<file path="src/rtl/irq_gateway.sv">
// Interrupt gateway: synchronizes up to six peripheral requests, tracks each one
// through pending / in-service states and offers claim/complete over a small register bus.
module irq_gateway #(
    parameter int N_SRC       = 6,
    parameter int SYNC_STAGES = 2
) (
    input  logic              i_CLK,
    input  logic              i_RSTn,
    input  logic [N_SRC-1:0]  i_IRQ_SRC,
    input  logic              i_SEL,
    input  logic              i_WE,
    input  logic [4:0]        i_ADDR,
    input  logic [31:0]       i_WDATA,
    output logic [31:0]       o_RDATA,
    output logic              o_ACK,
    output logic              o_MEI_0,
    output logic              o_MEI_1,
    output logic              o_MEI_2,
    output logic              o_MEI_3,
    output logic              o_MEI_4,
    output logic              o_MEI_5
);

    localparam int MAX_SRC = 6;

    localparam logic [2:0] REG_PENDING   = 3'd0;
    localparam logic [2:0] REG_ENABLE    = 3'd1;
    localparam logic [2:0] REG_TRIGGER   = 3'd2;
    localparam logic [2:0] REG_CLAIM     = 3'd3;
    localparam logic [2:0] REG_COMPLETE  = 3'd4;
    localparam logic [2:0] REG_INSERVICE = 3'd5;

    typedef enum logic [2:0] {
        IDLE  = 3'b001,
        PEND  = 3'b010,
        INSVC = 3'b100
    } src_state_t;

    logic [N_SRC-1:0]   sync_q [SYNC_STAGES];
    logic [N_SRC-1:0]   synced;
    logic [N_SRC-1:0]   prev_q;
    logic [N_SRC-1:0]   edge_evt;
    logic [N_SRC-1:0]   trig_evt;
    logic [N_SRC-1:0]   enable_q;
    logic [N_SRC-1:0]   enable_nxt;
    logic [N_SRC-1:0]   trigger_q;
    logic [N_SRC-1:0]   defer_q;
    logic [N_SRC-1:0]   defer_nxt;
    src_state_t         state_q   [N_SRC];
    src_state_t         state_nxt [N_SRC];
    logic [N_SRC-1:0]   pending_vec;
    logic [N_SRC-1:0]   insvc_vec;
    logic [N_SRC-1:0]   claim_onehot;
    logic [N_SRC-1:0]   complete_hit;
    logic [N_SRC-1:0]   mei_nxt;
    logic [N_SRC-1:0]   mei_q;
    logic [MAX_SRC-1:0] mei_all;
    logic [31:0]        claim_id;
    logic [31:0]        rdata_nxt;
    logic [2:0]         reg_sel;
    logic               rd_req;
    logic               wr_req;
    logic               claim_rd;
    logic               complete_wr;
    logic               unused_addr;

    always_ff @(posedge i_CLK) begin
        if (!i_RSTn) begin
            for (int s = 0; s < SYNC_STAGES; s++) begin
                sync_q[s] <= '0;
            end
            prev_q <= '0;
        end else begin
            sync_q[0] <= i_IRQ_SRC;
            for (int s = 1; s < SYNC_STAGES; s++) begin
                sync_q[s] <= sync_q[s-1];
            end
            prev_q <= synced;
        end
    end

    assign synced   = sync_q[SYNC_STAGES-1];
    assign edge_evt = synced & ~prev_q;
    assign trig_evt = (trigger_q & edge_evt) | (~trigger_q & synced);

    assign reg_sel     = i_ADDR[4:2];
    assign unused_addr = ^i_ADDR[1:0];
    assign rd_req      = i_SEL & ~i_WE;
    assign wr_req      = i_SEL & i_WE;
    assign claim_rd    = rd_req && (reg_sel == REG_CLAIM);
    assign complete_wr = wr_req && (reg_sel == REG_COMPLETE);

    // The interrupt line is registered from next-cycle state so it tracks the FSM with no extra lag.
    always_comb begin
        enable_nxt = enable_q;
        if (wr_req && (reg_sel == REG_ENABLE)) begin
            enable_nxt = i_WDATA[N_SRC-1:0];
        end
    end

    always_ff @(posedge i_CLK) begin
        if (!i_RSTn) begin
            enable_q  <= '0;
            trigger_q <= '0;
        end else begin
            enable_q <= enable_nxt;
            if (wr_req && (reg_sel == REG_TRIGGER)) begin
                trigger_q <= i_WDATA[N_SRC-1:0];
            end
        end
    end

    // Descending scan so the lowest enabled pending source wins.
    always_comb begin
        claim_onehot = '0;
        claim_id     = '0;
        for (int k = N_SRC - 1; k >= 0; k--) begin
            if (pending_vec[k] && enable_q[k]) begin
                claim_onehot    = '0;
                claim_onehot[k] = claim_rd;
                claim_id        = 32'(k + 1);
            end
        end
    end

    always_comb begin
        complete_hit = '0;
        for (int k = 0; k < N_SRC; k++) begin
            complete_hit[k] = complete_wr && (i_WDATA == 32'(k + 1));
        end
    end

    always_ff @(posedge i_CLK) begin
        if (!i_RSTn) begin
            for (int k = 0; k < N_SRC; k++) begin
                state_q[k] <= IDLE;
            end
            defer_q <= '0;
            mei_q   <= '0;
        end else begin
            for (int k = 0; k < N_SRC; k++) begin
                state_q[k] <= state_nxt[k];
            end
            defer_q <= defer_nxt;
            mei_q   <= mei_nxt;
        end
    end

    // An edge arriving while in service is remembered and re-pends the source on completion.
    always_comb begin
        defer_nxt = defer_q;
        for (int k = 0; k < N_SRC; k++) begin
            state_nxt[k] = state_q[k];
            case (state_q[k])
                IDLE: begin
                    if (trig_evt[k]) begin
                        state_nxt[k] = PEND;
                    end
                end
                PEND: begin
                    if (claim_onehot[k]) begin
                        state_nxt[k] = INSVC;
                    end
                end
                INSVC: begin
                    if (complete_hit[k]) begin
                        state_nxt[k] = (defer_q[k] || (trigger_q[k] && edge_evt[k])) ? PEND : IDLE;
                        defer_nxt[k] = 1'b0;
                    end else if (trigger_q[k] && edge_evt[k]) begin
                        defer_nxt[k] = 1'b1;
                    end
                end
                default: begin
                    state_nxt[k] = IDLE;
                    defer_nxt[k] = 1'b0;
                end
            endcase
        end
    end

    always_comb begin
        pending_vec = '0;
        insvc_vec   = '0;
        mei_nxt     = '0;
        for (int k = 0; k < N_SRC; k++) begin
            pending_vec[k] = (state_q[k] == PEND);
            insvc_vec[k]   = (state_q[k] == INSVC);
            mei_nxt[k]     = (state_nxt[k] == PEND) && enable_nxt[k];
        end
    end

    always_comb begin
        rdata_nxt = '0;
        if (rd_req) begin
            case (reg_sel)
                REG_PENDING:   rdata_nxt = 32'(pending_vec);
                REG_ENABLE:    rdata_nxt = 32'(enable_q);
                REG_TRIGGER:   rdata_nxt = 32'(trigger_q);
                REG_CLAIM:     rdata_nxt = claim_id;
                REG_INSERVICE: rdata_nxt = 32'(insvc_vec);
                default:       rdata_nxt = '0;
            endcase
        end
    end

    always_ff @(posedge i_CLK) begin
        if (!i_RSTn) begin
            o_ACK   <= 1'b0;
            o_RDATA <= '0;
        end else begin
            o_ACK   <= i_SEL;
            o_RDATA <= rdata_nxt;
        end
    end

    generate
        if (N_SRC < MAX_SRC) begin : g_pad
            assign mei_all = {{(MAX_SRC - N_SRC){1'b0}}, mei_q};
        end else begin : g_full
            assign mei_all = mei_q;
        end
    endgenerate

    assign o_MEI_0 = mei_all[0];
    assign o_MEI_1 = mei_all[1];
    assign o_MEI_2 = mei_all[2];
    assign o_MEI_3 = mei_all[3];
    assign o_MEI_4 = mei_all[4];
    assign o_MEI_5 = mei_all[5];

endmodule

</file>
<file path="config.mk">
export PLATFORM = sky130hd
export DESIGN_NAME = irq_gateway
export DESIGN_NICKNAME = d
export VERILOG_FILES = /design/src/rtl/irq_gateway.sv
export SDC_FILE = /design/constraint.sdc
export NUM_CORES = 1
export LEC_CHECK = 0
export CAP_MARGIN = 20
export CELL_PAD_IN_SITES_DETAIL_PLACEMENT = 2
export CELL_PAD_IN_SITES_GLOBAL_PLACEMENT = 2
export CORE_ASPECT_RATIO = 1.5
export CORE_UTILIZATION = 29
export CTS_CLUSTER_SIZE = 16
export DETAILED_ROUTE_END_ITERATION = 7
export PLACE_DENSITY = 0.88
export SKIP_CTS_REPAIR_TIMING = 1
export SKIP_LAST_GASP = 1
export SLEW_MARGIN = 0
export SYNTH_ARGS = -nofsm -noshare
export SYNTH_HDL_FRONTEND = slang
export SYNTH_SLANG_ARGS = --single-unit
</file>
<file path="constraint.sdc">
create_clock -name i_CLK -period 2.4 [get_ports i_CLK]
set_input_delay 0.36 -clock i_CLK [delete_from_list [all_inputs] [get_ports i_CLK]]
set_output_delay 0.36 -clock i_CLK [all_outputs]
set_load 0.05 [all_outputs]
</file>
==> results of run 1 <==
==> stage by stage <==
step	hold slack, ns	area [µm²]	total power [mW]
floorplan	0.412	3600	1.39
global placement	0.414	4330	1.49
detailed placement	0.432	4330	1.50
CTS	0.435	4620	2.82
global route	0.448	4620	2.90
finish	0.433	4620	2.81
==> path summary, 6_finish.rpt <==
check / slack [ns] / startpoint / to / cells past startpoint
hold / removal: 0.43 / sync_q[0][5] / sync_q[0][11] / 1
setup / recovery: 0.1 / i_WDATA[4] / mei_all[5] / 8
hold reg to reg: 0.43 / sync_q[0][5] / sync_q[0][11] / 1
setup reg to reg: 0.37 / state_q[0][2] / state_q[2][1] / 6
==> final cells by class <==
type,instances,area [µm²]
fillers,1298,7030
multi-input cells,322,1980
flip-flops and latches,67,1340
repair buffers,86,801
clock buffers,14,254
well taps,150,188
clock inverters,2,35.0
inverters,4,15.0
==> layout by cell type (no fill, tap or decap), types with 3 or more instances in the layout <==
cell type / n
nand3b_1: 6
and2_1: 23
a31oi_1: 11
nand2b_1: 11
clkbuf_1: 4
conb_1: 26
mux2i_1: 12
nand4_1: 5
o21bai_1: 6
inv_1: 4
clkbuf_16: 9
or3b_2: 4
nor2_1: 35
dfxtp_1: 67
nand2_1: 35
nor3_1: 8
nor3b_1: 3
buf_4: 28
nor4_1: 7
and4bb_2: 3
o31ai_1: 6
nor2b_1: 14
a21oi_1: 20
nor4bb_1: 5
and3b_1: 8
clkdlybuf4s50_1: 57
o32a_1: 4
a22oi_1: 6
o21ai_0: 18
nand3_1: 6
==> metal layers <==
layer,up-vias,track usage
met5,-,0
met4,0,0.152
met3,46,0.0356
met2,107,0.436
met1,1746,0.229
li1,1589,-
==> sequential cells by signal, indices dropped and copies added (netlist names) <==
signal     count
trigger_q      6
enable_q       6
sync_q        12
state_q       18
o_ACK          1
defer_q        6
mei_all        6
prev_q         6
o_RDATA        6
==> power breakdown <==
part           total [mW]  internal, mW  switching (mW)  leakage [nW]
Clock                1.32         0.832           0.484         0.141
Combinational       0.334         0.126           0.208          1.05
Sequential           1.16          1.14          0.0220         0.544
==> kinds of logic (layout without fill, tap and decap cells) <==
group,Yosys count,after routing,synth area share
buffers and inverters,43,106,0.0785
multiplexers,13,13,0.0375
XOR/XNOR,4,4,0.00999
AND/OR/NAND/NOR,189,189,0.321
other,1,26,0.00107
AO/OA/AOI/OAI,90,90,0.169
flip-flops,67,67,0.382
==> metrics.yaml, run 1 <==
outcome:
  status: "completed"
clocking:
  numCtsBuffers: 9
  cts.sinks: 67
  clockBufferDepth: 2
  cts_root_buf: "clkbuf_16"
  clkLatencyLatePin_ns: 0.34
  cts_tree: "yes"
  htree_levels: 3
  clkTransAtPathRegs_ns: 0.05
sta:
  fin_crit_sh: 0.959
  fin_setup_tns_ns: 0
  timing.slew.headroom: 0.633
  fin_crit_ns: 2.30
  hold_violations: 0
  worst_slack_ns: 0.0986
  skew_ns: 0.00506
  fmax_ghz: 0.435
  rsz0062_at_grt: "no"
  final_max_slew_viol_count: 0
  worst_pin_slew_ns: 0.549
  setup_viol_count_final: 0
yosys:
  synth_cell_types: 59
  ys_ff_latch: 67
  synth_top_area_share: 0.382
  synth_commonest_cells: "67 x dfxtp_1, 35 x nand2_1, 35 x nor2_1"
  syn-cell-area_um2: 3510
  async_flop_share: 0
  synth_area_leaders: "dfxtp_1 38%, buf_4 6.0%, and2_1 4.1%"
  yosys.area.top_type: "dfxtp_1"
  yosys_warnings: 0
  yosysMostFrequentCell: "dfxtp_1"
  avgSynthCellArea_um2: 8.62
  synth_top_flop_cell: "dfxtp_1"
  synth_cells: 407
  synth_edf_count: 0
  ys_seq_area_frac: 0.382
layout:
  diodes: 0
  finish.utilization: 0.396
  layoutNonFillerInstCount: 645
  nets: 537
  syn_to_final_growth_pct: 31.7
  drive_gt1_frac: 0.113
floorplanning:
  die_w_um: 91.8
  rows: 48
  die_h_um: 137
  initial_core_util: 0.301
  core-area_um2: 11700
  io_pins: 86
  die_area_um2: 12500
pwr:
  p_per_area_nw_per_um2: 608
  cellLeakagePower_nw: 1.74
  max-vdd-ir-drop_v: 0.000296
drt:
  wl_met3_um: 469
  first_iter_violations: 148
  vias: 3488
  drt_first_pass_iters: 4
  route.met2.wl_mm: 7.38
  post_drt_wl_per_cell_um: 21.1
  post-route-drc-count: 0
  drt_wl_total_mm: 13.6
  ant_nets: 0
  drt-met1-wl_mm: 5.06
  dr.max_layer_used: "met4"
  routed_via_density: 5.41
placed_design:
  io_buffers: 57
  place_inst: 629
  post-dp-hpwl_mm: 9.47
  pre_cts_ws_ns: -0.0811
  place_congestion: 0.854
worst_hold_path:
  hp-class: "register to register"
global_routing:
  grt_start_max_net_pins: 23
  grt_pass1_vias: 4025
  grt_pass1_wl_mm: 21.7
  grt_use_total: 0.229
  grt_overflow: 0
  antenna_found_initial: 0
critical_path:
  cp_slowest_stage_delay_ns: 0.51
  crit_buf_inv: 3
  cp_top_family: "simple AND/OR/NAND/NOR gates"
  worst_path_max_delay_cell: "clkdlybuf4s50_1"
  crit_path_cell_trace: "clkdlybuf4s50_1 -> nor4_1 -> nand4_1 -> buf_4 -> nor3_4 -> buf_12 -> a31oi_1 -> nor4bb_1"
  cp.arrival_ns: 2.50
  crit_path_end_kind: "register"
  required_ns: 2.60
  path_class: "primary input to register"
  crit_fanout: 16
  start_kind: "primary input"
flow_run:
  drv_cap: 0
(Power assumes the default switching activity.)
==> run 2, diff against run 1 <==
Clock period 2.4 ns to 2.59 ns, I/O delays scaled along.
==> run 2 against run 1 <==
Effect of this change:
- die area is the same
- non-clock buffer count fell by 4
- wire length down 4.0%
- combinational power shrank 9.0%
- hold slack better by 0.0012 ns
- first-iteration DRC count decreased by 3.4%
- clock power about the same
- register-to-register slack got worse by 0.05 ns
- critical endpoint is now state_q[5][0]
==> metrics.yaml, run 2 (synthesized netlist as in run 1, its figures left out) <==
sta:
  hold_violations: 0  # unchanged
  fin_setup_tns_ns: 0  # unchanged
  setup_viol_count_final: 0  # unchanged
  timing.slew.headroom: 0.543  # -0.0899
  fin_crit_ns: 2.40
  fmax_ghz: 0.416
  fin_crit_sh: 0.928
  worst_pin_slew_ns: 0.684  # +0.135 ns
  rsz0062_at_grt: "no"
  skew_ns: 0.00585  # +0.000791 ns
  final_max_slew_viol_count: 0  # unchanged
layout:
  drive_gt1_frac: 0.114  # +0.000922
  max_flop_register: "state_q"
  layout.area.seq_um2: 1340  # unchanged
  multi_input_area_um2: 1980  # unchanged
  fin_area_um2: 4630  # +0.19%
  mostFrequentLayoutCells: "67 x dfxtp_1, 57 x clkdlybuf4s50_1, 35 x nor2_1, 35 x nand2_1, 26 x conb_1"
  largest_reg_flops: 18  # unchanged
  nets: 533  # -0.74%
  diodes: 0  # unchanged
  final_common_cell: "dfxtp_1"
  fill_cells: 1313  # +1.2%
  reg.largest.list: "state_q (18), sync_q (12)"
  syn_to_final_growth_pct: 31.9
floorplanning:
  core-area_um2: 11700  # unchanged
  initial_core_util: 0.301  # unchanged
  io_pins: 86  # unchanged
  rows: 48  # unchanged
  die_w_um: 91.8  # unchanged
  die_area_um2: 12500  # unchanged
  die_h_um: 137  # unchanged
pwr:
  max-vdd-ir-drop_v: 0.000295  # -0.11%
  p_sw_uw: 689  # -3.5%
  cellLeakagePower_nw: 1.73  # -0.40%
  combPwrFrac: 0.112  # -0.007
  p_per_area_nw_per_um2: 589  # -3.1%
  p_sw_frac: 0.253  # -0.00137
  p_int_mw: 2.04  # -2.8%
  pwr-share-clk: 0.495  # +0.026
  p_seq_frac: 0.393  # -0.019
critical_path:
  required_ns: 2.79  # +0.19 ns
  worst_path_max_delay_cell: "clkdlybuf4s50_1"
  crit_path_end_kind: "register"
  crit_fanout: 16  # unchanged
  start_kind: "primary input"
  cp_slowest_stage_delay_ns: 0.52  # about the same
  crit_path_cell_trace: "clkdlybuf4s50_1 -> nor4_1 -> nand4_1 -> nor3_4 -> buf_12 -> nand2_1 -> o311ai_0"
  path_class: "primary input to register"
  cp.arrival_ns: 2.60  # +0.10 ns
placed_design:
  place_congestion: 0.890  # +4.1%
  io_buffers: 57  # unchanged
  placed_cell_area_um2: 4300  # -0.69%
  post-dp-hpwl_mm: 9.46  # -0.12%
worst_hold_path:
  hp-class: "register to register"
global_routing:
  grt_start_max_net_pins: 20  # -13%
  antenna_found_initial: 0  # unchanged
  grt_use_total: 0.221  # -0.00830
  grt_pass1_vias: 3886  # -3.5%
  grt_pass1_wl_mm: 21.2  # -2.5%
  grt_overflow: 0  # unchanged
outcome:
  status: "completed"
clocking:
  numCtsBuffers: 9  # unchanged
  htree_levels: 3  # unchanged
  cts.sinks: 67  # unchanged
  cts_tree: "yes"
  clkLatencyLatePin_ns: 0.34  # about the same
  clkTransAtPathRegs_ns: 0.06  # about the same
  clockBufferDepth: 2  # unchanged
  cts_root_buf: "clkbuf_16"
drt:
  ant_nets: 0  # unchanged
  vias: 3435  # -1.5%
  routed_via_density: 5.36  # -0.90%
  post-route-drc-count: 0  # unchanged
  drt_first_pass_iters: 4  # unchanged
  drt_wl_total_mm: 13.1  # -4.0%
  post_drt_wl_per_cell_um: 20.4  # -3.4%
  first_iter_violations: 143  # -3.4%
flow_run:
  drv_cap: 0  # unchanged
==> run 2: changes by cell type in the layout (fill, tap and decap cells not counted), sizes merged <==
cell,before,now
bufinv,1,2
buf,29,25
clkbuf,14,10
clkinv,1,2
clkinvlp,0,2
==> run 2: final cells by class <==
| cell class | count | share of cell area |
|---|---|---|
| Clock inverter | 6 | 0.0192 |
| Timing Repair Buffer | 82 | 0.167 |
| Multi-Input combinational cell | 322 | 0.429 |
| Sequential cell | 67 | 0.290 |
| Inverter | 4 | 0.00324 |
| Clock buffer | 10 | 0.0516 |
| Tap cell | 150 | 0.0406 |
==> run 2: power groups by stage <==
stage	clock (mW)	sequential [mW]	combinational, mW
3_5_place_dp	0	1.09	0.299
2_1_floorplan	0	1.09	0.194
3_3_place_gp	0	1.09	0.289
6_report	1.35	1.07	0.304
5_1_grt	1.41	1.07	0.322
4_1_cts	1.36	1.07	0.304
==> run 2: critical path: cells and delay by family <==
kind	cells	cell delay (ns)
buffers and inverters	2	0.69
AND/OR/NAND/NOR	4	1.10
AO/OA/AOI/OAI	1	0.42
==> run 2: path summary, 6_finish.rpt <==
path | start | to | slack, ns | cells after the start
worst min register to register | sync_q[0][2] | sync_q[0][8] | 0.43 | 1
worst max register to register | state_q[4][2] | state_q[4][1] | 0.32 | 6
worst min-delay path | sync_q[0][2] | sync_q[0][8] | 0.43 | 1
worst max-delay path | i_WDATA[4] | state_q[5][0] | 0.19 | 7
==> run 2: through the flow <==
step	util	worst slack, ns	power [mW]	hold slack, ns	cells
6_report	0.397	0.188	2.72	0.434	641
2_1_floorplan	-	0.818	1.28	0.412	432
5_1_grt	0.397	0.0836	2.81	0.468	641
3_5_place_dp	0.369	-0.0202	1.39	0.423	625
4_1_cts	0.397	0.203	2.74	0.437	641
3_3_place_gp	0.369	0.133	1.38	0.414	625
==> run 2: layer usage <==
metal	vias up	global-route usage	share of wire
met4	0	0.0807	0.022
met3	27	0.0372	0.033
met2	88	0.434	0.56
met5	-	0	0
met1	1738	0.234	0.39
li1	1582	-	-
